## config.mk

```make
export PLATFORM = sky130hd
export DESIGN_NAME = mux_reg
export DESIGN_NICKNAME = d
export VERILOG_FILES = /design/src/rtl/mux_reg.sv
export SDC_FILE = /design/constraint.sdc
export NUM_CORES = 1
export LEC_CHECK = 0
export BUFFER_PORTS_ARGS = -buffer_cell sky130_fd_sc_hd__buf_2
export CORE_UTILIZATION = 30
export CTS_CLUSTER_SIZE = 8
export DETAILED_ROUTE_END_ITERATION = 7
export REMOVE_ABC_BUFFERS = 1
export SLEW_MARGIN = 30
export SYNTH_ARGS = -nofsm -noshare
export SYNTH_HDL_FRONTEND = slang
export SYNTH_SLANG_ARGS = --single-unit
```

## constraint.sdc

```tcl
create_clock -name clk -period 2.4 [get_ports clk]
set_input_delay 0.24 -clock clk [delete_from_list [all_inputs] [get_ports clk]]
set_output_delay 0.24 -clock clk [all_outputs]
set_load 0.1 [all_outputs]
```

## src/rtl/mux_reg.sv

```systemverilog
// Dual operand-selection register: two independent 4:1 source muxes, each
// feeding an enable-gated register that drives one ALU operand.
module mux_reg #(
    parameter int unsigned WIDTH = 32
) (
    input  logic             clk,
    input  logic             reset,
    input  logic [WIDTH-1:0] inRs1,
    input  logic [WIDTH-1:0] inBusA,
    input  logic [WIDTH-1:0] inPC,
    input  logic [WIDTH-1:0] inRs2,
    input  logic [WIDTH-1:0] inBusB,
    input  logic [WIDTH-1:0] inImm,
    input  logic             Aenable,
    input  logic             Benable,
    input  logic [1:0]       Asel,
    input  logic [1:0]       Bsel,
    output logic [WIDTH-1:0] Aout,
    output logic [WIDTH-1:0] Bout
);

    logic [WIDTH-1:0] w_a_mux;
    logic [WIDTH-1:0] w_b_mux;
    logic [WIDTH-1:0] r_a;
    logic [WIDTH-1:0] r_b;

    // Source selection; code 11 yields zero on both sides.
    always_comb begin
        w_a_mux = '0;
        unique case (Asel)
            2'b00:   w_a_mux = inRs1;
            2'b01:   w_a_mux = inBusA;
            2'b10:   w_a_mux = inPC;
            default: w_a_mux = '0;
        endcase
    end

    always_comb begin
        w_b_mux = '0;
        unique case (Bsel)
            2'b00:   w_b_mux = inRs2;
            2'b01:   w_b_mux = inBusB;
            2'b10:   w_b_mux = inImm;
            default: w_b_mux = '0;
        endcase
    end

    always_ff @(posedge clk or posedge reset) begin
        if (reset) begin
            r_a <= '0;
        end else if (Aenable) begin
            r_a <= w_a_mux;
        end
    end

    always_ff @(posedge clk or posedge reset) begin
        if (reset) begin
            r_b <= '0;
        end else if (Benable) begin
            r_b <= w_b_mux;
        end
    end

    assign Aout = r_a;
    assign Bout = r_b;

endmodule

```

Word level (Yosys, flattened, before mapping)
Index checks and enable logic that the tools add are counted.
- register bits: 64
- bits of input ports: 200
- word-level logic and storage cells: 10
- output and inout port bits: 64
- muxes and demuxes: 2
- equality and inequality tests: 4
- reduce and logical (&&, ||, !) cells: 2
- operators with widths (cell ; count):
    32-bit one-hot mux with 3 select lines ; 2
    2-bit by 1-bit equality test with 1-bit output (second input constant) ; 2
    2-bit equality test (second input constant) ; 2
    2-bit logical NOT ; 2

Depth between registers and ports, before layout
Gate-level depths: netlist (run 1).
- word-level depth: 2
- depth in mapped cells: 4
- mapped depth without buffers: 2

Worst setup path before layout (run 1)
OpenSTA, ideal clock, no wires.
- path kind: reg-to-reg
- start point: register, netlist name Bout[10]
- end point: register r_b[10] (netlist: Bout[10])
- arrival time: 1133 ps
- slack: 1187 ps
- clock period less this slack: 1213 ps
- cell stages (with the launch flop): 3
- setup time: 80 ps
- path through: dfrtp_1 > nand2b_1 > o211ai_2
- RTL lines (element ; RTL line ; text):
    end signal, assigned ; 60 ; r_b <= w_b_mux;
    end, declared ; 25 ; logic [WIDTH-1:0] r_b;

Worst setup path in the final report (run 1)
- start point: register r_b[9] (netlist: Bout[9])
- end point: output Bout[9]
- RTL lines (element ; RTL line ; text):
    end, declared ; 19 ; output logic [WIDTH-1:0] Bout
No word-level cell between the ends.

==> results of run 1 <==
## cells in the final DEF, fill, tap and decap left out
cell type,n
mux2i_1,64
clkbuf_16,9
o211ai_1,45
clkinv_2,3
buf_12,3
buf_4,4
dfrtp_1,64
buf_2,263
inv_2,1
nand2b_1,64
nand2b_4,2
o211ai_2,19
clkbuf_1,3
bufinv_16,1
nand4b_1,64
## path summary, 6_finish.rpt
kind,depth (start not counted),slack (ns),endpoint
max reg2reg,2,1.70,Bout[18]
min reg2reg,2,0.50,Bout[25]
min,2,0.05,Aout[25]
min in group clk,3,0.19,Bout[2]
max,1,1.02,Bout[9]
max in group asynchronous,3,1.69,Bout[28]
## area by class of cell
class                           count  area, µm²  area share [%]
Multi-Input combinational cell    258       2200            38.6
Sequential cell                    64       1600            28.0
Timing Repair Buffer              270       1410            24.6
Clock buffer                       12        236            4.14
Tap cell                          176        220            3.85
Clock inverter                      4       45.0           0.788
Inverter                            1       3.75          0.0656
## metal layers
layer  GRT usage (%)  vias to the layer above
met5               0                        -
met4            7.27                        0
met3            5.18                       19
met2            31.0                      212
met1            22.0                     1892
li1                -                     1873
## stage by stage
stage                     instance area [µm²]  util [%]  std cells  hold slack (ns)  setup slack, ns
after floorplan                          3810         -        323            0.423            0.562
after global placement                   5440      40.6        769            0.433            0.983
after detailed placement                 5440      40.6        769            0.448            0.929
after CTS                                5720      42.7        785           0.0819            0.995
after global routing                     5720      42.7        785            0.128            0.982
final                                    5720      42.7        785           0.0463             1.02
## report_power, final
| group | switching, mW | total (mW) | internal, mW |
|---|---|---|---|
| registers | 0.0660 | 1.27 | 1.20 |
| logic | 1.24 | 1.62 | 0.379 |
| clock network | 0.471 | 1.27 | 0.799 |
| total | 1.78 | 4.16 | 2.38 |
## cell families after synthesis
logic type | after synthesis
buf+inv | 43
mux | 64
flops | 64
compound gates | 64
simple gates | 130
## registers in the layout, summed over array words and instances, names as in the netlist
name,count
Bout,32
Aout,32
==> flow_summary.ini, run 1 <==
[run_status]
outcome = finished clean

[floorplan]
die-area_um2 = 14400
core.rowCount = 42
ioPinCount = 264
initial_core_util_pct = 31.2
core-area_um2 = 13400
dieHeight_um = 120
fp.dieW_um = 120

[clock_tree]
clockBufferDepth = 2
cts-root-buf = clkbuf_16
cts_setup_buffers = 0
htree_levels = 3
clk_latency_ns = 0.33
numCtsBuffers = 9
path_clk_slew_ns = 0.06
cts_sinks = 64
cts_tree = yes
cts_hold_buf = 0
cts_resized = 0

[drt]
route.met3.wl_um = 1230
met2WireLength_um = 6120
drc = 0
drtIter0Drc = 208
vias = 3996
drt_first_pass_iters = 4
vias_per_cell = 5.09
post_drt_wl_per_cell_um = 16.7
drt-met1-wl_um = 5480
wirelength_um = 13100
top_layer_used = met4
ant_nets = 0

[power]
cellLeakagePower_nw = 2.85
peakVddDrop_mv = 0.309
p_total_mw = 4.16
powerDensity_nw_per_um2 = 728

[sta]
drv_slew = 0
setup_tns_ns = 0
setup_viol = 0
slew-limit-headroom_pct = 47.9
rsz0062_at_grt = false
fin_worst_skew_ns = 0
final_hold_viol_count = 0
worstMarginPinSlew_ns = 0.780
fin_crit_sh_pct = 57.6
period_needed_ns = 1.38
fmax_mhz = 723

[place]
dp_hpwl_um = 9580
portBuffers = 263
gp_congestion = 0.797

[setup_path]
arrival_ns = 1.14
startpoint_type = flip-flop
slowest_delay_ns = 0.45
cp_max_fo = 2
critical_path_required_ns = 2.16
crit_family = buffers and inverters
cpMaxStageDelayCell = buf_2
crit_path_start = Bout[9]
worstPathCellList = buf_2
r2r-start = Bout[18]
critPathKind = reg -> out
crit_buf_inv = 1
endpoint_kind = output port

[yosys]
synthArstFlopShare_pct = 100
synth_top_family_by_area = simple AND/OR/NAND/NOR gates
ys_ff_latch = 64
synth_cells = 365
synth_edf_count = 0
yosysSeqAreaShare_pct = 38.3
netlist_top_cells_count = dfrtp_1 (64), mux2i_1 (64), nand2b_1 (64), nand4b_1 (64), o211ai_1 (45)
yosysTopAreaCellShare_pct = 38.3
syn_area_um2 = 4190
avgSynthCellArea_um2 = 11.5
synth_xor_area_share_pct = 0
synth_simple_gate_area_share_pct = 23.6
synth_compound_area_share_pct = 13.7
synthAdderAreaFrac_pct = 0
yosysWarnings = 0
synth_mux_area_share_pct = 15.3
ys.flop_type = dfrtp_1
synth_cell_types = 13
synth.area.top_cells = dfrtp_1 (38%), mux2i_1 (15%), nand4b_1 (13%)
synth_top_area_cell = dfrtp_1

[global_routing]
overflow = 0
grt_pass1_wl_um = 20800
grt_max_degree = 65
grt_pass1_vias = 4139
grt_usage_pct = 18.4
antenna_found_initial = 0

[final_layout]
fillers = 1340
diodes = 0
syn_to_final_growth_pct = 36.6
final_net_count = 804
drive_gt1_share_pct = 50.1

[hold_path]
hold_class = in -> async

[flow_run]
cap_viol_max_count = 0
No activity file was read; power rests on OpenSTA's default activity.
==> run 2: changes to the inputs <==
Clock period 2.4 ns to 1.3 ns, I/O delays scaled along.
==> run 2 against run 1 <==
Effect of this change:
- worst hold slack better by 0.029 ns
- first-iteration DRC count is 22% lower
- sequential power is 85% higher
- highest routed layer unchanged
- largest power group unchanged
- via count is 0.28% lower
==> flow_summary.ini, run 2 (synthesis results as in run 1) <==
[clock_tree]
numCtsBuffers = 9
clockBufferDepth = 2
cts_tree = yes
cts_setup_buffers = 0
clk_latency_ns = 0.33
cts-root-buf = clkbuf_16
cts_sinks = 64
htree_levels = 3
path_clk_slew_ns = 0.05

[floorplan]
core-area_um2 = 13400
die-area_um2 = 14400
dieHeight_um = 120
core.rowCount = 42
initial_core_util_pct = 31.2
fp.dieW_um = 120
ioPinCount = 264

[global_routing]
overflow = 0
grt_pass1_wl_um = 20000
grt_pass1_vias = 4016
grt_max_degree = 65
grt_usage_pct = 17.6
antenna_found_initial = 1

[power]
cellLeakagePower_nw = 2.89
sw_frac_of_total_pct = 42.9
combPwrFrac_pct = 39.4
sequentialPowerShare_pct = 30.5
powerDensity_nw_per_um2 = 1320
power.switching_mw = 3.30
peakVddDrop_mv = 0.621
clock_power_share_pct = 30.1
p_int_mw = 4.40

[sta]
fmax_mhz = 792
rsz0062_at_grt = false
worstMarginPinSlew_ns = 0.511
fin_crit_sh_pct = 97.1
period_needed_ns = 1.26
slew-limit-headroom_pct = 66.1
fin_worst_skew_ns = 0
setup_viol = 0
setup_tns_ns = 0
drv_slew = 0
final_hold_viol_count = 0
worst_slack_ns = 0.0380
timing.hold.ws_ns = 0.0755

[drt]
vias = 3985
ant_nets = 0
drt_first_pass_iters = 4
vias_per_cell = 5.04
wirelength_um = 12800
drc = 0
post_drt_wl_per_cell_um = 16.2
drtIter0Drc = 162

[setup_path]
slowest_delay_ns = 0.44
arrival_ns = 1.13
crit_path_start = Bout[17]
worstPathCellList = buf_2
cp_max_fo = 2
startpoint_type = flip-flop
crit_buf_inv = 1
critical_path_required_ns = 1.17
crit_family = buffers and inverters
critPathKind = reg -> out
cpMaxStageDelayCell = buf_2
endpoint_kind = output port
r2r-start = Bout[20]

[place]
portBuffers = 263
gp_congestion = 0.786
dp_hpwl_um = 9310
post-place-ws_ns = 0.157

[final_layout]
final_net_count = 808
mostFrequentLayoutCells = buf_2 (254), dfrtp_1 (64), mux2i_1 (64), nand4b_1 (64), nand2b_1 (64)
syn_to_final_growth_pct = 39.2
layout_commonest_cell = buf_2
fillers = 1309
drive_gt1_share_pct = 50.6
seqCellArea_um2 = 1600
multi_input_area_um2 = 2200

[flow_run]
cap_viol_max_count = 0

[hold_path]
hold_class = in -> reg
min-delay-start = inBusB[16]

[run_status]
outcome = finished clean
==> run 2: changes by cell type in the layout (fill, tap and decap cells not counted), sizes merged <==
cell         before  now
diode             0    1
dlygate4sd3       0    1
clkbuf           12   19
bufinv            1    0
buf             270  267
==> run 2: final timing paths <==
check | to | slack (ns) | cells past startpoint
worst max-delay path | Bout[17] | 0.04 | 1
worst max register to register | Bout[20] | 0.57 | 2
worst min register to register | Bout[22] | 0.50 | 2
max in group asynchronous | Bout[21] | 0.59 | 4
min in group asynchronous | Bout[7] | 0.42 | 4
worst min-delay path | Bout[16] | 0.08 | 3
==> run 2: final cells by class <==
class	instances	share of cell area, %
diodes	1	0.0429
clock buffers	13	4.64
clock inverters	3	0.258
inverters	1	0.0644
multi-input cells	258	37.8
flip-flops and latches	64	27.5
well taps	176	3.78
repair buffers	274	25.9
==> run 2: stage by stage <==
stage               instance area, µm²  util [%]  total power, mW  cells
floorplan                         3810         -             4.51    323
global placement                  5510      41.1             5.39    772
detailed placement                5510      41.1             5.42    772
CTS                               5810      43.4             7.79    789
global route                      5830      43.5             8.03    790
finish                            5830      43.5             7.71    790
==> run 2: timing repair <==
action	4_1_cts	5_1_grt
pin swaps	0	0
hold buffers	1	0
gates cloned	0	0
hold endpoints to repair	64	0
setup endpoints to repair	1	6
resized for setup	1	6
==> run 2: power by group through the flow <==
stage               Clock, mW  Combinational, mW  Sequential, mW
finish                   2.32               3.04            2.35
global route             2.49               3.17            2.37
CTS                      2.40               3.05            2.35
detailed placement          0               3.04            2.38
global placement            0               3.01            2.37
floorplan                   0              0.499            4.01
==> run 2: layer usage <==
metal,global-route usage [%],up-vias,wire length (µm)
met5,0,-,0
met4,7.03,0,215
met3,4.71,15,1240
met2,28.7,218,5860
met1,21.8,1877,5490
li1,-,1875,-
